===== config.mk =====
export PLATFORM = sky130hd
export DESIGN_NAME = univ_shift_reg
export DESIGN_NICKNAME = d
export VERILOG_FILES = /design/src/rtl/univ_shift_pkg.sv /design/src/rtl/shift_fill_cnt.sv /design/src/rtl/univ_shift_reg.sv
export SDC_FILE = /design/constraint.sdc
export NUM_CORES = 1
export LEC_CHECK = 0
export BUFFER_PORTS_ARGS = -buffer_cell sky130_fd_sc_hd__buf_2
export CORE_AREA = 2 2 39 41
export CTS_CLUSTER_DIAMETER = 50
export CTS_CLUSTER_SIZE = 10
export DETAILED_ROUTE_END_ITERATION = 12
export DIE_AREA = 0 0 41 43
export GPL_ROUTABILITY_DRIVEN = 1
export PLACE_DENSITY = 0.76
export SLEW_MARGIN = 20
export SYNTH_ARGS = -nofsm -noshare
export SYNTH_HDL_FRONTEND = slang
export SYNTH_SLANG_ARGS = --single-unit

===== constraint.sdc =====
create_clock -name clk -period 2.5 [get_ports clk]
set_clock_uncertainty 0.15 [all_clocks]
set_input_delay 0.125 -clock clk [delete_from_list [all_inputs] [get_ports clk]]
set_output_delay 0.125 -clock clk [all_outputs]
set_load 0.005 [all_outputs]

===== src/rtl/univ_shift_pkg.sv =====
// univ_shift_pkg
// Shared definitions for the universal shift register:
//   - mode_e : operation select encodings driven on the 'mode' port
//   - cnt_width() : fill-counter width for a given stage count
package univ_shift_pkg;

    typedef enum logic [1:0] {
        MODE_HOLD = 2'b00,
        MODE_SHR  = 2'b01,
        MODE_SHL  = 2'b10,
        MODE_LOAD = 2'b11
    } mode_e;

    // The counter must represent 0..depth inclusive.
    function automatic int cnt_width(input int depth);
        return $clog2(depth + 1);
    endfunction

endpackage


===== src/rtl/shift_fill_cnt.sv =====
// shift_fill_cnt
// Counts shifts accumulated in the current frame and pulses frame_vld on
// the cycle after the edge that completes a frame (or after a parallel load).
// Ports:
//   clk        rising-edge clock
//   clr_n      asynchronous active-low reset
//   clr        synchronous clear (highest synchronous priority)
//   shift_stb  a gated shift (SHR or SHL) happens on this edge
//   load_stb   a gated parallel load happens on this edge
//   fill_cnt   shifts in current frame, 0..DEPTH
//   full       fill_cnt == DEPTH
//   frame_vld  one-cycle pulse, frame completed on previous edge
module shift_fill_cnt
    import univ_shift_pkg::*;
#(
    parameter int DEPTH = 4,
    localparam int CNT_W = cnt_width(DEPTH)
) (
    input  logic             clk,
    input  logic             clr_n,
    input  logic             clr,
    input  logic             shift_stb,
    input  logic             load_stb,
    output logic [CNT_W-1:0] fill_cnt,
    output logic             full,
    output logic             frame_vld
);

    localparam logic [CNT_W-1:0] CNT_FULL = CNT_W'(DEPTH);
    localparam logic [CNT_W-1:0] CNT_LAST = CNT_W'(DEPTH - 1);
    localparam logic [CNT_W-1:0] CNT_ONE  = CNT_W'(1);

    logic [CNT_W-1:0] r_cnt;
    logic             r_vld;

    always_ff @(posedge clk or negedge clr_n) begin
        if (!clr_n) begin
            r_cnt <= '0;
            r_vld <= 1'b0;
        end else if (clr) begin
            r_cnt <= '0;
            r_vld <= 1'b0;
        end else if (load_stb) begin
            r_cnt <= CNT_FULL;
            r_vld <= 1'b1;
        end else if (shift_stb) begin
            if (r_cnt == CNT_FULL) begin
                // First shift after a completed frame starts the next one.
                r_cnt <= CNT_ONE;
                r_vld <= 1'b0;
            end else if (r_cnt == CNT_LAST) begin
                r_cnt <= CNT_FULL;
                r_vld <= 1'b1;
            end else begin
                r_cnt <= r_cnt + CNT_ONE;
                r_vld <= 1'b0;
            end
        end else begin
            r_vld <= 1'b0;
        end
    end

    assign fill_cnt  = r_cnt;
    assign full      = (r_cnt == CNT_FULL);
    assign frame_vld = r_vld;

endmodule


===== src/rtl/univ_shift_reg.sv =====
// univ_shift_reg
// Parametrised universal shift register: LANE_W-bit lanes, DEPTH stages,
// right/left shift, parallel load, hold, clock enable and frame fill counter.
// Ports:
//   clk, clr_n (async active-low reset), clr (sync clear), en (clock enable)
//   mode       operation select (mode_e)
//   s_in_r     lane entering stage DEPTH-1 on right shift
//   s_in_l     lane entering stage 0 on left shift
//   pin        parallel load data, stage k at [(k+1)*LANE_W-1 : k*LANE_W]
//   dout       register contents, same layout as pin
//   s_out_r    stage 0;  s_out_l  stage DEPTH-1
//   fill_cnt, full, frame_vld  from the fill counter
module univ_shift_reg
    import univ_shift_pkg::*;
#(
    parameter int LANE_W = 1,
    parameter int DEPTH  = 4,
    localparam int CNT_W = cnt_width(DEPTH)
) (
    input  logic                    clk,
    input  logic                    clr_n,
    input  logic                    clr,
    input  logic                    en,
    input  logic [1:0]              mode,
    input  logic [LANE_W-1:0]       s_in_r,
    input  logic [LANE_W-1:0]       s_in_l,
    input  logic [DEPTH*LANE_W-1:0] pin,
    output logic [DEPTH*LANE_W-1:0] dout,
    output logic [LANE_W-1:0]       s_out_r,
    output logic [LANE_W-1:0]       s_out_l,
    output logic [CNT_W-1:0]        fill_cnt,
    output logic                    full,
    output logic                    frame_vld
);

    mode_e w_mode;
    logic  w_shift;
    logic  w_load;
    logic [LANE_W-1:0] w_stage [DEPTH];

    assign w_mode  = mode_e'(mode);
    assign w_shift = en && ((w_mode == MODE_SHR) || (w_mode == MODE_SHL));
    assign w_load  = en && (w_mode == MODE_LOAD);

    genvar gi;
    generate
        for (gi = 0; gi < DEPTH; gi++) begin : g_stage
            logic [LANE_W-1:0] r_stage;
            logic [LANE_W-1:0] w_from_hi;   // source on right shift
            logic [LANE_W-1:0] w_from_lo;   // source on left shift

            if (gi == DEPTH - 1) begin : g_hi_edge
                assign w_from_hi = s_in_r;
            end else begin : g_hi_mid
                assign w_from_hi = w_stage[gi+1];
            end

            if (gi == 0) begin : g_lo_edge
                assign w_from_lo = s_in_l;
            end else begin : g_lo_mid
                assign w_from_lo = w_stage[gi-1];
            end

            always_ff @(posedge clk or negedge clr_n) begin
                if (!clr_n) begin
                    r_stage <= '0;
                end else if (clr) begin
                    r_stage <= '0;
                end else if (en) begin
                    case (w_mode)
                        MODE_SHR:  r_stage <= w_from_hi;
                        MODE_SHL:  r_stage <= w_from_lo;
                        MODE_LOAD: r_stage <= pin[gi*LANE_W +: LANE_W];
                        default:   r_stage <= r_stage;
                    endcase
                end
            end

            assign w_stage[gi]               = r_stage;
            assign dout[gi*LANE_W +: LANE_W] = r_stage;
        end
    endgenerate

    assign s_out_r = w_stage[0];
    assign s_out_l = w_stage[DEPTH-1];

    shift_fill_cnt #(
        .DEPTH(DEPTH)
    ) u_fill_cnt (
        .clk       (clk),
        .clr_n     (clr_n),
        .clr       (clr),
        .shift_stb (w_shift),
        .load_stb  (w_load),
        .fill_cnt  (fill_cnt),
        .full      (full),
        .frame_vld (frame_vld)
    );

endmodule


**Yosys cells after proc, flatten, opt, wreduce, memory -nomap -nowiden**

Index checks and enable logic that the tools add are counted.

- Add/subtract/negate cells: 1
- Mux-type cells: 22
- Equality and inequality tests: 5
- Reductions and logical operators: 7

Operators by type and width:

| kind | count |
|---|---|
| two-way mux 3 bit | 5 |
| two-way mux 1 bit | 13 |
| case mux 1 bit (3 select lines) | 4 |
| equality test 2 bit (second input constant) | 2 |
| nonzero test 4 bit | 1 |
| adder 3 x 1 -> 3 bit (second input constant) | 1 |
| equality test 3 x 2 -> 1 bit (second input constant) | 1 |
| equality test 3 bit (second input constant) | 1 |
| nonzero test 3 bit | 1 |
| equality test 2 x 1 -> 1 bit (second input constant) | 1 |
| logical AND 1 bit | 2 |
| AND reduction 2 bit | 1 |
| nonzero test 2 bit | 1 |
| logical OR 1 bit | 1 |

- Register bits after elaboration: 8
- Bits of input ports: 12
- Output and inout bits: 11
- Word-level logic and storage cells: 41

**Depth between registers and ports, before layout**

- Depth in word-level cells: 6
- Depth in mapped cells: 5
- Gate-level depth less buffers: 5

**Modules after synthesis**

From an unflattened synthesis, not the netlist that was laid out.

- Cells, all modules: 56
- Area, all modules: 531.8 µm²

Modules (own cells, without submodules):

| module | cells an instance | instances | area an instance (µm²) | seq. area each (µm²) |
|---|---|---|---|---|
| univ_shift_reg | 33 | 1 | 296.5 | 100.1 |
| shift_fill_cnt | 23 | 1 | 235.2 | 100.1 |

**Worst setup path before layout**

Ideal clock, no wire load.

- Path kind: register -> register
- From: register u_fill_cnt.r_cnt[0] (netlist: u_fill_cnt.fill_cnt[0])
- To: register u_fill_cnt.r_cnt[2] (netlist: u_fill_cnt.fill_cnt[2])
- Buffers on the path: 0
- Setup time: 94 ps
- Required time: 2,256 ps
- Setup slack: 1,058 ps
- Cell stages (with the launch flop): 6
- Arrival time: 1,198 ps
- Period minus slack after synthesis: 1,442 ps
- Cells stage by stage: dfrtp_1 > ha_1 > ha_1 > a21oi_1 > nor3_1 > a211oi_1

- Cells in the longest elaborated chain, start to end: 6
- Elaborated cells on any way between the ends: 8
- Classes of those cells: add/sub: 1; eq/ne: 2; mux: 5

Ends and longest elaborated chain:

| item | RTL line | source |
|---|---|---|
| start, declared | shift_fill_cnt.sv:33 | `logic [CNT_W-1:0] r_cnt;` |
| start signal, assigned | shift_fill_cnt.sv:55 | `r_cnt <= r_cnt + CNT_ONE;` |
| adder 3 x 1 -> 3 bit or equality test 3 x 2 -> 1 bit (tied branches) | shift_fill_cnt.sv:55, shift_fill_cnt.sv:51 |  |
| two-way mux 3 bit | shift_fill_cnt.sv:51 | `end else if (r_cnt == CNT_LAST) begin` |
| two-way mux 3 bit (*) | shift_fill_cnt.sv:47 | `if (r_cnt == CNT_FULL) begin` |
| two-way mux 3 bit (*) | shift_fill_cnt.sv:46 | `end else if (shift_stb) begin` |
| two-way mux 3 bit (*) | shift_fill_cnt.sv:43 | `end else if (load_stb) begin` |
| two-way mux 3 bit (*) | shift_fill_cnt.sv:40 | `end else if (clr) begin` |

Mark *: on every way between the ends. The rest lies on a longest branch, timed or not. The select of a mux whose other input is x is not followed.
A chain may end at the register's enable or synchronous reset.

**Worst setup path in the final report**

- From: input port mode[0]
- To: register g_stage[3].r_stage (netlist: s_out_l)

- Cells in the longest elaborated chain, start to end: 4
- Elaborated cells on any way between the ends: 8
- Classes of those cells: eq/ne: 3; mux: 3; reduce/logical: 2

Ends and longest elaborated chain:

| item | RTL line | source |
|---|---|---|
| start, declared | univ_shift_reg.sv:24 | `input logic [1:0] mode,` |
| equality test 2 bit or equality test 2 x 1 -> 1 bit (tied branches) | univ_shift_reg.sv:70 | `case (w_mode)` |
| case mux 1 bit (3 select lines) | univ_shift_reg.sv:70 |  |
| two-way mux 1 bit | univ_shift_reg.sv:69 | `end else if (en) begin` |
| two-way mux 1 bit | univ_shift_reg.sv:67 | `end else if (clr) begin` |
| end signal, assigned | univ_shift_reg.sv:71 | `MODE_SHR: r_stage <= w_from_hi;` |
| end signal, assigned | univ_shift_reg.sv:72 | `MODE_SHL: r_stage <= w_from_lo;` |
| end signal, assigned | univ_shift_reg.sv:73 | `MODE_LOAD: r_stage <= pin[gi*LANE_W +: LANE_W];` |
| end, declared | univ_shift_reg.sv:48 | `logic [LANE_W-1:0] r_stage;` |

Several ways; a longest one is shown, not always the timed one. The select of a mux whose other input is x is not followed.

==> impl_metrics.yaml <==
floorplanning:
  fp.dieH_um: 43
  ioPinCount: 23
  chipWidth_um: 41
  rows: 14
  dieArea_um2: 1760
  core_area_um2: 1380
  initial_utilization_pct: 39.1
worst_setup_path:
  critPathLaunchType: "input port"
  cpMaxStageDelayCell: "dlygate4sd3_1"
  cp_cell_sequence: "buf_2, inv_1, ha_1, o31a_4, a311oi_1, dlygate4sd3_1"
  crit_type: "input port to flip-flop"
  worstSetupStartpoint: "mode[0]"
  cp_slowest_stage_delay_ns: 0.57
  cp.required_ns: 2.55
  critPathMaxFanout: 8
  crit_arrival_ns: 1.72
  rr_worst_depth: 3
  timing.rr.start: "g_stage[1].w_from_hi$_DFFE_PN0P_"
  cp-end-kind: "flip-flop"
logic_synthesis:
  yosys.area.top_type_share_pct: 37.0
  synth-edff-count: 0
  synth_xor_area_share_pct: 0
  synth_flop_cell: "dfrtp_1"
  synthSimpleGateAreaFrac_pct: 11.8
  netlist_area_um2: 541
  synth_seq_area_share_pct: 37.0
  yosysMostFrequentCell: "dfrtp_1"
  synth_top_family_by_area: "compound AO/OA/AOI/OAI gates"
  muxShareOfSynthArea_pct: 1.85
  synthDistinctLibCells: 19
  synthCells: 58
  ys_top_cells_by_area: "dfrtp_1 37%, ha_1 14%, buf_4 6.9%"
  synth-adder-area-share_pct: 13.9
  yosys_warnings: 0
  syn_avg_cell_area_um2: 9.32
  synthArstFlopShare_pct: 100
  ys_ff_latch: 8
  synth_fp_nets: 76
  yosys.area.top_type: "dfrtp_1"
  synth_compound_area_share_pct: 23.6
  ys_top_cells_by_count: "8 x dfrtp_1, 7 x inv_1, 7 x nor2_1"
hold_path:
  holdPathStages: 2
  holdCritStartpoint: "en"
  hold_class: "input port to flip-flop"
global_routing:
  track_usage_pct: 17.1
  grt_pass1_vias: 506
  grt_max_degree: 11
  antenna_found_initial: 0
  grt_pass1_wl_um: 1970
  overflow: 0
power_and_ir_drop:
  switchingPower_mw: 0.0969
  ir_drop_v: 0.000283
  p_seq_share_pct: 44.6
  powerDensity_nw_per_um2: 480
  intPower_mw: 0.232
  p_clk_share_pct: 31.5
  p_comb_share_pct: 23.8
  p_leak_nw: 0.373
  swShare_pct: 29.4
sta:
  max_freq_mhz: 599
  rsz0062_at_grt: "false"
  fin_crit_sh_pct: 66.8
  worst_pin_slew_ns: 0.339
  fin_crit_ns: 1.67
  finalSetupViolCount: 0
  timing.setup.tns_ns: 0
  slew_viol_final: 0
  slew_headroom_pct: 77.4
  hold_viol: 0
job:
  cap_violations: 0
final_layout:
  area_growth_pct: 26.9
  diodes: 0
  final_cells: 97
  drive_above_1_share_pct: 32.1
  fillers: 145
  layout.nets: 101
detailed_routing:
  drt_pass1_iterations: 4
  vias: 513
  wl_per_cell_um: 11.8
  post_drt_via_cell_ratio: 5.29
  routed_wl_um: 1140
  remaining_drc_errors: 0
  drt-initial-drc-count: 9
  postRouteAntennaNets: 0
placement:
  io_buffers: 22
  globalplace.congestion: 0.829
  dp_hpwl_um: 908
  post-place-cells: 91
clocking:
  cts_tree: "yes"
  cts_root_buf: "clkbuf_4"
  ctsHtreeMaxLevel: 1
  insertion_delay_ns: 0.26
  cts.sinks: 8
  cts_setup_buffers: 0
  numCtsBuffers: 3
  cts.clk_slew.worst_paths_ns: 0.06
  cts_buffer_depth: 2
status:
  status: "finished, final reports clean"
[power by group through the flow]
stage / clock, mW / combinational, mW / sequential [mW]
global placement: 0 / 0.0726 / 0.148
global route: 0.112 / 0.0902 / 0.149
finish: 0.104 / 0.0784 / 0.147
floorplan: 0 / 0.0481 / 0.149
CTS: 0.104 / 0.0793 / 0.147
detailed placement: 0 / 0.0746 / 0.149
[per-stage QoR]
stage / total power, mW / hold slack [ns] / util (%) / setup WS, ns / area (um^2)
after global routing: 0.351 / 0.0330 / 49.5 / 0.716 / 686
after global placement: 0.221 / -0.172 / 45.8 / 1.03 / 633
after detailed placement: 0.224 / -0.168 / 45.8 / 0.997 / 633
final: 0.329 / 0.0335 / 49.5 / 0.830 / 686
after floorplan: 0.197 / -0.321 / - / 1.06 / 541
after CTS: 0.330 / 0.0360 / 49.5 / 0.829 / 686
[metal layers]
metal	up-vias	track usage (%)	routed length, um
met5	-	0	0
met4	0	12.0	37
met3	5	6.28	60
met2	17	24.4	537
met1	243	20.2	508
li1	248	-	-
[area by class of cell]
cell class / instances / area, um^2 / area share, %
inverter: 7 / 26.3 / 3.83
sequential: 8 / 200 / 29.2
multi-input combinational: 38 / 277 / 40.3
clock buffer: 3 / 22.5 / 3.28
tap: 16 / 20.0 / 2.92
timing repair buffer: 25 / 140 / 20.4
[critical path: cells and delay by family]
kind,cells,cell delay [ns]
buffers and inverters,3,0.71
AOI/OAI and AO/OA,2,0.62
adders and majority gates,1,0.26
[state kept, by name (all words and copies together), names as in the netlist]
register	cells
g_stage.w_from_hi	2
u_fill_cnt.frame_vld	1
s_out_r	1
s_out_l	1
u_fill_cnt.fill_cnt	3
[worst paths after layout]
check	to	slack, ns
min in group asynchronous	g_stage[0].w_from_hi$_DFFE_PN0P_	0.09
worst min-delay path	u_fill_cnt.frame_vld$_DFF_PN0_	0.03
max in group asynchronous	s_out_l$_DFFE_PN0P_	1.94
worst max register to register	s_out_l$_DFFE_PN0P_	1.00
worst max-delay path	s_out_l$_DFFE_PN0P_	0.83
worst min register to register	g_stage[1].w_from_hi$_DFFE_PN0P_	0.44
[cells by family (layout without fill, tap and decap cells)]
logic type	after synthesis	count (layout)
buf+inv	12	35
fa+ha+maj	6	6
flops	8	8
compound gates	16	16
simple gates	15	15
mux	1	1
[repair_timing]
action | in CTS | in global routing
setup endpoints to repair | 0 | 0
hold buffers | 3 | 0
gates resized for setup | 0 | 0
endpoints found under the hold margin | 14 | 0
[placed cells by master (no fill, tap or decap), drive strengths merged]
| cell type | instances |
|---|---|
| a211oi | 1 |
| a31oi | 1 |
| mux2i | 1 |
| nand2b | 1 |
| nor3 | 1 |
| clkbuf | 3 |
| buf | 22 |
| a22oi | 4 |
| a311oi | 4 |
| inv | 7 |
| o21ai | 1 |
| dlygate4sd3 | 3 |
| nand2 | 5 |
| nor2 | 7 |
| a21o | 1 |
| o31a | 2 |
| ha | 6 |
| nor3b | 1 |
| dfrtp | 8 |
| a21oi | 2 |
Note: power is estimated with default switching activity, not from simulation.
